`config.mk`:
```
export PLATFORM = sky130hd
export DESIGN_NAME = uart_depacketizer
export DESIGN_NICKNAME = d
export VERILOG_FILES = /design/src/rtl/uart_pkg.sv /design/src/rtl/uart_rx.sv /design/src/rtl/uart_depacketizer.sv
export SDC_FILE = /design/constraint.sdc
export NUM_CORES = 1
export LEC_CHECK = 0
export CAP_MARGIN = 20
export CORE_MARGIN = 2
export CORE_UTILIZATION = 35
export DETAILED_ROUTE_END_ITERATION = 8
export GPL_TIMING_DRIVEN = 0
export PLACE_DENSITY = 0.59
export SYNTH_ARGS = -nofsm -noshare
export SYNTH_HDL_FRONTEND = slang
export SYNTH_SLANG_ARGS = --single-unit
```
`constraint.sdc`:
```
create_clock -name clk -period 2.51 [get_ports clk]
set_clock_uncertainty 0.05 [all_clocks]
set_input_delay 0.251 -clock clk [delete_from_list [all_inputs] [get_ports clk]]
set_output_delay 0.251 -clock clk [all_outputs]
set_load 0.02 [all_outputs]
```
`src/rtl/uart_pkg.sv`:
```
// Shared UART definitions: FSM state encodings, packet sync marker default,
// and the checksum rule used by both the packetizer and the depacketizer.
package uart_pkg;

  typedef enum logic [1:0] {
    RX_IDLE  = 2'd0,
    RX_START = 2'd1,
    RX_DATA  = 2'd2,
    RX_STOP  = 2'd3
  } rx_state_e;

  typedef enum logic [1:0] {
    PKT_SYNC    = 2'd0,
    PKT_LEN     = 2'd1,
    PKT_PAYLOAD = 2'd2,
    PKT_CSUM    = 2'd3
  } pkt_state_e;

  localparam logic [7:0] SYNC_BYTE_DEFAULT = 8'hA5;

  // Checksum is the XOR of LEN and every payload byte, starting from zero.
  localparam logic [7:0] CSUM_INIT = 8'h00;

  function automatic logic [7:0] csum_update(input logic [7:0] acc,
                                             input logic [7:0] b);
    return acc ^ b;
  endfunction

endpackage

```
`src/rtl/uart_rx.sv`:
```
// UART 8N1 receiver: 2-flop synchronizer plus mid-bit sampling FSM.
// Ports:
//   clk, rst      clock, asynchronous active-high reset
//   serial_in     raw asynchronous RX line (idles high)
//   rx_byte       last received byte (stable from stop sample until next data bit)
//   byte_valid    1-cycle strobe, cycle after a good stop sample
//   framing_err   1-cycle strobe, cycle after a low stop sample
//   rx_busy       high while a byte is in progress
module uart_rx
  import uart_pkg::*;
#(
  parameter int unsigned CLKS_PER_BIT = 868
) (
  input  logic       clk,
  input  logic       rst,
  input  logic       serial_in,
  output logic [7:0] rx_byte,
  output logic       byte_valid,
  output logic       framing_err,
  output logic       rx_busy
);

  localparam int unsigned CNT_W = $clog2(CLKS_PER_BIT);
  localparam logic [CNT_W-1:0] FULL_LAST = CNT_W'(CLKS_PER_BIT - 1);
  localparam logic [CNT_W-1:0] HALF_LAST = CNT_W'(CLKS_PER_BIT / 2 - 1);

  logic [1:0]       sync_q;
  logic             rx_s;
  rx_state_e        state_q, state_d;
  logic [CNT_W-1:0] cnt_q, cnt_d;
  logic [2:0]       bit_q, bit_d;
  logic [7:0]       shift_q, shift_d;
  logic             byte_valid_d, framing_err_d;

  assign rx_s    = sync_q[1];
  assign rx_byte = shift_q;

  // Metastability guard; resets to the idle (high) line level.
  always_ff @(posedge clk or posedge rst) begin
    if (rst) sync_q <= 2'b11;
    else     sync_q <= {sync_q[0], serial_in};
  end

  // State and datapath registers.
  always_ff @(posedge clk or posedge rst) begin
    if (rst) begin
      state_q     <= RX_IDLE;
      cnt_q       <= '0;
      bit_q       <= '0;
      shift_q     <= '0;
      byte_valid  <= 1'b0;
      framing_err <= 1'b0;
      rx_busy     <= 1'b0;
    end else begin
      state_q     <= state_d;
      cnt_q       <= cnt_d;
      bit_q       <= bit_d;
      shift_q     <= shift_d;
      byte_valid  <= byte_valid_d;
      framing_err <= framing_err_d;
      rx_busy     <= (state_d != RX_IDLE);
    end
  end

  // Next-state: half-bit wait to centre on the start bit, then full-bit steps.
  always_comb begin
    state_d       = state_q;
    cnt_d         = cnt_q;
    bit_d         = bit_q;
    shift_d       = shift_q;
    byte_valid_d  = 1'b0;
    framing_err_d = 1'b0;
    case (state_q)
      RX_IDLE: begin
        if (!rx_s) begin
          state_d = RX_START;
          cnt_d   = '0;
          bit_d   = '0;
        end
      end
      RX_START: begin
        if (cnt_q == HALF_LAST) begin
          cnt_d   = '0;
          state_d = rx_s ? RX_IDLE : RX_DATA;
        end else begin
          cnt_d = cnt_q + CNT_W'(1);
        end
      end
      RX_DATA: begin
        if (cnt_q == FULL_LAST) begin
          cnt_d   = '0;
          shift_d = {rx_s, shift_q[7:1]};
          bit_d   = bit_q + 3'd1;
          if (bit_q == 3'd7) state_d = RX_STOP;
        end else begin
          cnt_d = cnt_q + CNT_W'(1);
        end
      end
      RX_STOP: begin
        if (cnt_q == FULL_LAST) begin
          cnt_d         = '0;
          byte_valid_d  = rx_s;
          framing_err_d = !rx_s;
          state_d       = RX_IDLE;
        end else begin
          cnt_d = cnt_q + CNT_W'(1);
        end
      end
      default: state_d = RX_IDLE;
    endcase
  end

endmodule

```
`src/rtl/uart_depacketizer.sv`:
```
// Recovers SYNC/LEN/payload/CSUM packets from a UART line and streams the
// payload out with a strobe, then reports completion with a checksum verdict.
// Ports:
//   clk, rst        clock, asynchronous active-high reset
//   serial_in       raw RX line
//   data_out        payload byte, valid with data_out_valid
//   data_out_valid  1-cycle strobe per payload byte
//   pkt_len         LEN field of the current packet
//   pkt_done        1-cycle strobe when the checksum byte arrives
//   pkt_ok          checksum verdict, valid with pkt_done
//   pkt_error       1-cycle strobe on a framing error inside a packet
//   rx_busy         receiver is mid-byte
module uart_depacketizer
  import uart_pkg::*;
#(
  parameter int unsigned CLKS_PER_BIT = 868,
  parameter logic [7:0]  SYNC_BYTE    = SYNC_BYTE_DEFAULT
) (
  input  logic       clk,
  input  logic       rst,
  input  logic       serial_in,
  output logic [7:0] data_out,
  output logic       data_out_valid,
  output logic [7:0] pkt_len,
  output logic       pkt_done,
  output logic       pkt_ok,
  output logic       pkt_error,
  output logic       rx_busy
);

  logic [7:0] rx_byte;
  logic       byte_valid;
  logic       framing_err;

  pkt_state_e state_q, state_d;
  logic [7:0] len_d;
  logic [7:0] rem_q, rem_d;
  logic [7:0] csum_q, csum_d;
  logic       done_d, ok_d, err_d;

  uart_rx #(.CLKS_PER_BIT(CLKS_PER_BIT)) u_rx (
    .clk        (clk),
    .rst        (rst),
    .serial_in  (serial_in),
    .rx_byte    (rx_byte),
    .byte_valid (byte_valid),
    .framing_err(framing_err),
    .rx_busy    (rx_busy)
  );

  // Payload leaves in the same cycle as the receiver's registered strobe;
  // both terms come straight from flops.
  assign data_out       = rx_byte;
  assign data_out_valid = byte_valid && (state_q == PKT_PAYLOAD);

  // Packet state and status registers.
  always_ff @(posedge clk or posedge rst) begin
    if (rst) begin
      state_q   <= PKT_SYNC;
      pkt_len   <= '0;
      rem_q     <= '0;
      csum_q    <= CSUM_INIT;
      pkt_done  <= 1'b0;
      pkt_ok    <= 1'b0;
      pkt_error <= 1'b0;
    end else begin
      state_q   <= state_d;
      pkt_len   <= len_d;
      rem_q     <= rem_d;
      csum_q    <= csum_d;
      pkt_done  <= done_d;
      pkt_ok    <= ok_d;
      pkt_error <= err_d;
    end
  end

  // Packet parser; a framing error aborts any packet in progress.
  always_comb begin
    state_d = state_q;
    len_d   = pkt_len;
    rem_d   = rem_q;
    csum_d  = csum_q;
    done_d  = 1'b0;
    ok_d    = pkt_ok;
    err_d   = 1'b0;
    if (framing_err && (state_q != PKT_SYNC)) begin
      err_d   = 1'b1;
      state_d = PKT_SYNC;
    end else if (byte_valid) begin
      case (state_q)
        PKT_SYNC: begin
          if (rx_byte == SYNC_BYTE) state_d = PKT_LEN;
        end
        PKT_LEN: begin
          len_d   = rx_byte;
          rem_d   = rx_byte;
          csum_d  = csum_update(CSUM_INIT, rx_byte);
          state_d = (rx_byte == 8'd0) ? PKT_CSUM : PKT_PAYLOAD;
        end
        PKT_PAYLOAD: begin
          csum_d = csum_update(csum_q, rx_byte);
          rem_d  = rem_q - 8'd1;
          if (rem_q == 8'd1) state_d = PKT_CSUM;
        end
        PKT_CSUM: begin
          done_d  = 1'b1;
          ok_d    = (rx_byte == csum_q);
          state_d = PKT_SYNC;
        end
        default: state_d = PKT_SYNC;
      endcase
    end
  end

endmodule

```
==> results.toml, run 1 <==
[outcome]
status = "completed"

[detailed_routing]
viasPerCell = 5.24
wl_met2_um = 2780
drt-pass1-iter-count = 4
routedWlPerCell_um = 14.3
drt_iter0_markers = 166
met3WireLength_um = 177
drc = 0
wl_met1_um = 3160
highest_layer = "met4"
dr_total_vias = 2302
wl_um = 6270
ant_nets = 0

[synth]
synth-edff-count = 0
synth_area_per_cell_um2 = 10.1
synth_top_flop_cell = "dfrtp_1"
yosys_warnings = 0
netlist-cell-type-count = 51
synth.net_count = 310
synthSimpleGateAreaFrac_pct = 18.2
yosys.area_share.adder_pct = 4.60
async_flop_share_pct = 100
synth_xor_area_share_pct = 2.93
synth_top_family_by_area = "simple AND/OR/NAND/NOR gates"
synth_compound_area_share_pct = 15.9
yosys-mux-area-fraction_pct = 6.69
ys_seq_area_share_pct = 47.8
syn-instance-count = 296
synth_area_um2 = 2990
synth_seq_cells = 57

[critical_path]
crit_arrival_ns = 1.98
r2r_setup_slack_ns = 0.25
path_cells = "inv_1 -> ha_4 -> and2_1 -> clkdlybuf4s50_1"
worstReg2RegStart = "state_q[0]"
start_kind = "flip-flop"
cp.required_ns = 2.21
cpPeakStageDelay_ns = 0.60
crit_type = "reg -> out"
slowest_stage = "clkdlybuf4s50_1"
critPathMaxFanout = 19
r2r_cells = 8
r2r-end = "rem_q[6]"
cp-end-kind = "output pin"

[floorplanning]
rows = 33
die-area_um2 = 9300
core-area_um2 = 8260
die_h_um = 96.5
die_x_um = 96.5
start_util_pct = 36.2
io-pin-count = 24

[sta]
rsz0062_at_grt = "false"
setup_slack_ns = 0.231
hold_viol_final = 0
final-setup-viol-count = 0
final_max_slew_viol_count = 0
fmax_ghz = 0.439
min_period_ns = 2.28
slew_headroom_pct = 61.5
finalCritPeriodShare_pct = 90.8
hold_ws_ns = 0.233
tightest_slew_ns = 0.577

[placement]
dp_cells = 425
numPortBuffers = 23
place_worst_setup_slack_ns = -0.0434
place_congestion = 0.832
post_dp_cell_area_um2 = 3370
place.detailed.hpwl_um = 4430

[clocking]
tritoncts = "done"
cts_setup_buffers = 0
htreeDepth = 3
cts_buffers = 9
clk_latency_ns = 0.34
clockBufferDepth = 2
clockRootBuffer = "clkbuf_8"
cts.clk_slew.worst_paths_ns = 0.07
cts.sinks = 57

[layout]
finalNetCount = 343
n_antenna_cell = 0
final_cell_area_um2 = 3590
fin_cells = 439
final_common_cell = "dfrtp_1"
syn2layout_area_growth_pct = 19.9
drive_gt1_share_pct = 14.7
most-common-layout-cells = "dfrtp_1 (55), nand2_1 (24), a21oi_1 (23), clkdlybuf4s50_1 (23)"

[global_route]
antenna_found_initial = 0
grt_use_total_pct = 15.6
grt_overflow_total = 0
grt_start_max_net_pins = 33
grt_pass1_vias = 2252
grt_pass1_wl_um = 10900

[power]
powerDensity_nw_per_um2 = 519
irDropWorstVdd_uv = 310
power_mw = 1.86
p_leak_nw = 1.56

[job]
max_cap_viol_count = 0

[min_path]
hold_class = "in -> async"
-- where the power goes --
group	switching (mW)	leakage, nW	internal, mW
combinational	0.0196	0.689	0.00700
clock	0.372	0.107	0.539
sequential	0.00167	0.770	0.922
-- registers in the layout, indices dropped and copies added, names as in the netlist, 2 cells and up --
| signal | cells |
|---|---|
| u_rx.bit_q | 3 |
| state_q | 2 |
| csum_q | 8 |
| u_rx.rx_byte | 8 |
| u_rx.sync_q | 2 |
| rem_q | 8 |
| pkt_len | 8 |
| u_rx.state_q | 2 |
| u_rx.cnt_q | 10 |
-- synthesized netlist by cell type, drive strengths merged (3+ instances only) --
cell | number | area, um^2
nor3 | 6 | 30.0
clkbuf | 17 | 73.8
a22o | 6 | 55.1
ha | 11 | 138
inv | 9 | 33.8
xnor2 | 9 | 78.8
nand4 | 4 | 25.0
o22ai | 8 | 50.1
or4 | 3 | 22.5
o21ai | 20 | 100
or3 | 3 | 23.8
a21o | 4 | 30.0
nor2 | 20 | 77.6
a21oi | 23 | 115
nand2b | 7 | 43.8
o32ai | 3 | 26.3
nand3 | 14 | 70.1
mux2 | 16 | 180
dfrtp | 55 | 1380
nand2 | 24 | 90.1
-- through the flow --
step	setup TNS [ns]	util, %
2_1_floorplan	0	-
3_3_place_gp	-18.64	40.6
3_5_place_dp	-0.0434	40.8
4_1_cts	0	43.5
5_1_grt	0	43.4
6_report	0	43.4
-- layout make-up --
class,count,area [um^2]
repair buffers,24,250
well taps,105,131
clock inverters,2,35.0
flip-flops and latches,57,1430
inverters,9,33.8
plain buffers,16,77.6
multi-input cells,212,1460
fillers,831,4670
clock buffers,14,173
-- critical path, delay by kind of cell (launching register included) --
kind / cells / cell delay (ns)
flops: 1 / 0.42
fa+ha+maj: 1 / 0.28
buf+inv: 2 / 0.78
simple gates: 1 / 0.15
-- cell families after synthesis --
kind of cell,after synthesis
flip-flops,57
AO/OA/AOI/OAI,74
XOR/XNOR,10
adder cells (fa/ha/maj),11
buffers and inverters,27
AND/OR/NAND/NOR,99
multiplexers,18
-- worst max path at each step --
stage	startpoint	endpoint	slack, ns	cells past startpoint
3_3_place_gp	rst	pkt_error	-0.34	2
5_1_grt	state_q[0]	csum_q[5]	0.03	8
6_report	state_q[0]	data_out_valid	0.23	4
3_5_place_dp	state_q[0]	data_out_valid	-0.04	6
4_1_cts	state_q[0]	data_out_valid	0.02	5
2_1_floorplan	u_rx.cnt_q[3]	u_rx.cnt_q[3]	0.45	6
-- repair_timing --
item,4_1_cts,5_1_grt
hold buffers,0,0
pin swaps,0,0
gates resized for setup,3,0
endpoints found under the setup margin,1,1
-- metal layers --
layer,GRT usage [%],up-vias
met5,0,-
met4,7.28,0
met3,3.57,14
met2,21.9,35
met1,22.6,1120
li1,-,1133
Power figures use the tool's default switching activity.
==> inputs of run 2 (changes only) <==
--- a/config.mk
+++ b/config.mk
@@ -6,11 +6,11 @@
 export NUM_CORES = 1
 export LEC_CHECK = 0
 export CAP_MARGIN = 20
-export CORE_MARGIN = 2
 export CORE_UTILIZATION = 35
 export DETAILED_ROUTE_END_ITERATION = 8
 export GPL_TIMING_DRIVEN = 0
 export PLACE_DENSITY = 0.59
+export SLEW_MARGIN = 20
 export SYNTH_ARGS = -nofsm -noshare
 export SYNTH_HDL_FRONTEND = slang
 export SYNTH_SLANG_ARGS = --single-unit
==> results.toml, run 2 (synthesis gave the netlist of run 1 again) <==
[clocking]
cts_setup_buffers = 0
tritoncts = "done"
cts_buffers = 9
clk_latency_ns = 0.34
htreeDepth = 3
cts.clk_slew.worst_paths_ns = 0.07
clockBufferDepth = 2
cts.sinks = 57
clockRootBuffer = "clkbuf_8"

[layout]
syn2layout_area_growth_pct = 19.8
finalNetCount = 344
n_antenna_cell = 0
final_cell_area_um2 = 3580
most-common-layout-cells = "dfrtp_1 (55), nand2_1 (24), a21oi_1 (23), clkdlybuf4s50_1 (23)"
largest_reg_flops = 10
drive_gt1_share_pct = 15.5
final_common_cell = "dfrtp_1"
max_flop_register = "u_rx.cnt_q"

[critical_path]
slowest_stage = "clkdlybuf4s50_1"
worstReg2RegStart = "state_q[0]"
r2r_setup_slack_ns = 0.24
crit_arrival_ns = 2.12
cp-end-kind = "output pin"
start_kind = "flip-flop"
critPathMaxFanout = 10
cpPeakStageDelay_ns = 0.60
path_buf_inv = 3
path_cells = "inv_1 -> ha_4 -> clkbuf_4 -> and2_1 -> clkdlybuf4s50_1"
cp.required_ns = 2.21
r2r_cells = 8
crit_type = "reg -> out"
r2r-end = "csum_q[5]"
cp_top_family = "buffers and inverters"

[power]
irDropWorstVdd_uv = 228
power_mw = 1.80
p_leak_nw = 1.57
powerDensity_nw_per_um2 = 501

[global_route]
grt_pass1_vias = 2175
grt_use_total_pct = 15.7
grt_pass1_wl_um = 10600
grt_overflow_total = 0
grt_start_max_net_pins = 35
antenna_found_initial = 0

[floorplanning]
io-pin-count = 24
start_util_pct = 36.2
die-area_um2 = 8920
core-area_um2 = 8260
rows = 33
die_x_um = 94.5
die_h_um = 94.5

[sta]
slew_headroom_pct = 66.8
tightest_slew_ns = 0.498
finalCritPeriodShare_pct = 96.4
min_period_ns = 2.42
fin_tns_setup_ns = 0
final_max_slew_viol_count = 0
fmax_ghz = 0.413
final-setup-viol-count = 0
hold_viol_final = 0
rsz0062_at_grt = "false"
setup_slack_ns = 0.0899

[detailed_routing]
ant_nets = 0
dr_total_vias = 2331
drc = 0
wl_um = 6310
routedWlPerCell_um = 14.3
drt_iter0_markers = 148
drt-pass1-iter-count = 4
viasPerCell = 5.30

[placement]
post_dp_cell_area_um2 = 3380
place_congestion = 0.834
numPortBuffers = 23
place.detailed.hpwl_um = 4440
place_worst_setup_slack_ns = -0.0306

[outcome]
status = "completed"

[min_path]
hold_class = "in -> async"

[job]
max_cap_viol_count = 0
==> run 2: changes by cell type in the layout (fill, tap and decap cells not counted) <==
cell	previous run	this run
clkinvlp_4	0	1
clkbuf_4	0	1
clkbuf_8	13	11
inv_4	0	1
inv_2	1	0
clkbuf_1	16	14
clkinv_2	1	4
==> run 2: final cells by class <==
cell class,instances,area (um^2)
Tap cell,105,131
Clock inverter,6,57.6
Inverter,9,36.3
Sequential cell,57,1430
Timing Repair Buffer,24,250
Buffer,17,85.1
Fill cell,812,4670
Multi-Input combinational cell,212,1460
Clock buffer,10,138
==> run 2: how the worst max path moves through the flow <==
stage	startpoint	end	slack [ns]	depth (start not counted)
after floorplan	u_rx.cnt_q[3]	u_rx.cnt_q[3]	0.45	6
after global placement	rst	pkt_error	-0.36	2
after detailed placement	state_q[0]	data_out_valid	-0.03	6
after CTS	state_q[0]	data_out_valid	0.001	5
after global routing	state_q[0]	data_out_valid	0.003	5
final	state_q[0]	data_out_valid	0.09	5
==> run 2: per-layer routing <==
metal	up-vias	global-route usage [%]	share of wire [%]
met3	6	3.14	4.4
met4	0	8.59	1.2
met1	1143	22.2	50
met5	-	0	0
met2	44	22.3	45
li1	1138	-	-
==> run 2: timing repair <==
item                                    in CTS  in global routing
gates resized for setup                      3                  1
pin swaps                                    0                  0
hold buffers                                 0                  0
endpoints found under the setup margin       1                  1
==> run 2: power by group <==
| group | internal, mW | switching [mW] | leakage [nW] |
|---|---|---|---|
| Combinational | 0.00726 | 0.0200 | 0.694 |
| Clock | 0.478 | 0.369 | 0.102 |
| Sequential | 0.922 | 0.00150 | 0.770 |
==> run 2: stage by stage <==
stage | util [%] | hold WS [ns] | std cells
detailed placement | 40.9 | 0.297 | 425
floorplan | - | 0.205 | 296
global route | 43.4 | 0.214 | 440
CTS | 43.3 | 0.181 | 440
finish | 43.4 | 0.179 | 440
global placement | 40.6 | 0.297 | 424
==> inputs of run 3 (changes only) <==
--- a/config.mk
+++ b/config.mk
@@ -6,10 +6,10 @@
 export NUM_CORES = 1
 export LEC_CHECK = 0
 export CAP_MARGIN = 20
-export CORE_UTILIZATION = 35
+export CORE_UTILIZATION = 58
 export DETAILED_ROUTE_END_ITERATION = 8
 export GPL_TIMING_DRIVEN = 0
-export PLACE_DENSITY = 0.59
+export PLACE_DENSITY = 0.86
 export SLEW_MARGIN = 20
 export SYNTH_ARGS = -nofsm -noshare
 export SYNTH_HDL_FRONTEND = slang
==> constraint.sdc (replaced) <==
create_clock -name clk -period 2.3 [get_ports clk]
set_clock_uncertainty 0.05 [all_clocks]
set_input_delay 0.23 -clock clk [delete_from_list [all_inputs] [get_ports clk]]
set_output_delay 0.23 -clock clk [all_outputs]
set_load 0.02 [all_outputs]
==> results.toml, run 3 (synthesis gave the netlist of run 1 again) <==
[placement]
post_dp_cell_area_um2 = 3310
numPortBuffers = 23
place.detailed.hpwl_um = 4280
place_congestion = 0.851
dp_cells = 386

[clocking]
cts.clk_slew.worst_paths_ns = 0.07
clockRootBuffer = "clkbuf_8"
cts_buffers = 9
tritoncts = "done"
cts_hold_buf = 0
htreeDepth = 3
clockBufferDepth = 2
cts.sinks = 57
clk_latency_ns = 0.33

[layout]
drive_gt1_share_pct = 16.5
n_antenna_cell = 0
final_cell_area_um2 = 3560
most-common-layout-cells = "dfrtp_1 (55), nand2_1 (24), a21oi_1 (23)"
max_flop_register = "u_rx.cnt_q"
final_common_cell = "dfrtp_1"
largest_reg_flops = 10
fin_cells = 401
syn2layout_area_growth_pct = 18.9
finalNetCount = 343

[floorplanning]
die-area_um2 = 5450
rows = 25
io-pin-count = 24
start_util_pct = 61.7
die_x_um = 73.8
core-area_um2 = 4850
die_h_um = 73.8

[critical_path]
cp-end-kind = "flip-flop"
critPathMaxFanout = 10
crit_type = "reg -> reg"
path_cells = "or3b_4 -> or3_4 -> a22oi_4 -> buf_6 -> nor2_2 -> a211o_1"
path_buf_inv = 1
slowest_stage = "dfrtp_1"
cp.required_ns = 2.47
cpPeakStageDelay_ns = 0.44
start_kind = "flip-flop"
cp_top_family = "simple AND/OR/NAND/NOR gates"
crit_arrival_ns = 2.38

[sta]
fin_tns_setup_ns = 0
finalCritPeriodShare_pct = 96.3
final-setup-viol-count = 0
fmax_ghz = 0.451
slew_headroom_pct = 54.2
final_max_slew_viol_count = 0
hold_viol_final = 0
tightest_slew_ns = 0.687
hold_ws_ns = 0.258
min_period_ns = 2.22

[power]
powerDensity_nw_per_um2 = 590
intPower_mw = 1.68
irDropWorstVdd_uv = 524
swShare_pct = 20.1
p_switching_mw = 0.422
pwr-share-comb_pct = 1.2
power_mw = 2.10
p_seq_share_pct = 48.0
p_leak_nw = 1.58
clkPwrFrac_pct = 50.8

[global_route]
grt_use_total_pct = 26.1
grt_pass1_wl_um = 10500
grt_overflow_total = 0
antenna_found_initial = 0
grt_start_max_net_pins = 58
grt_pass1_vias = 2297

[detailed_routing]
routedWlPerCell_um = 16.1
ant_nets = 0
viasPerCell = 6.00
drt-pass1-iter-count = 7
wl_um = 6460
drc = 0
drt_iter0_markers = 209
dr_total_vias = 2408

[outcome]
status = "completed"

[min_path]
hold_class = "in -> reg"

[job]
max_cap_viol_count = 0
-- run 3: final timing paths --
check                               start        endpoint  slack, ns  cells after the start
max                         u_rx.cnt_q[3]   u_rx.cnt_q[3]       0.08                      6
min                             serial_in  u_rx.sync_q[0]       0.26                      1
max reg2reg                 u_rx.cnt_q[3]   u_rx.cnt_q[3]       0.08                      6
min reg2reg                u_rx.sync_q[0]  u_rx.sync_q[1]       0.31                      0
max in group asynchronous             rst      state_q[0]       1.42                      2
min in group asynchronous             rst      pkt_len[1]       0.33                      2
-- run 3: area by class of cell --
| cell class | count | area [um^2] |
|---|---|---|
| Tap cell | 67 | 83.8 |
| Buffer | 16 | 83.8 |
| Fill cell | 323 | 1290 |
| Sequential cell | 57 | 1430 |
| Timing Repair Buffer | 24 | 236 |
| Inverter | 9 | 36.3 |
| Multi-Input combinational cell | 212 | 1460 |
| Clock inverter | 5 | 77.6 |
| Clock buffer | 11 | 151 |
-- run 3: power groups by stage --
stage                     Clock [mW]  Combinational (mW)  Sequential (mW)
after floorplan                    0              0.0167             1.03
after global placement             0              0.0254             1.03
after detailed placement           0              0.0266             1.03
after CTS                       1.07              0.0266             1.01
after global routing            1.12              0.0303             1.01
final                           1.06              0.0251             1.01
-- run 3: timing repair --
action	CTS	global route
resized for setup	5	5
pin swaps	0	2
endpoints found under the setup margin	1	22
buffers inserted	0	1
-- run 3: worst reg2reg max path, cell delays in order (launching register included) --
cell and delay (ns):
dfrtp_1 0.44, or3b_4 0.44, or3_4 0.44, a22oi_4 0.28, buf_6 0.19, nor2_2 0.05
a211o_1 0.22
-- run 3: routing by layer --
| metal | global-route usage, % | wire length [um] |
|---|---|---|
| met1 | 35.2 | 2990 |
| met2 | 40.5 | 3000 |
| met3 | 6.17 | 368 |
| met4 | 11.1 | 104 |
| met5 | 0 | 0 |
-- run 3: metrics by stage --
| step | util, % | worst slack [ns] |
|---|---|---|
| 6_report | 73.4 | 0.0847 |
| 5_1_grt | 73.4 | -0.00923 |
| 3_5_place_dp | 68.2 | -0.188 |
| 2_1_floorplan | - | 0.237 |
| 4_1_cts | 73.2 | 0.0314 |
| 3_3_place_gp | 68.2 | -0.371 |
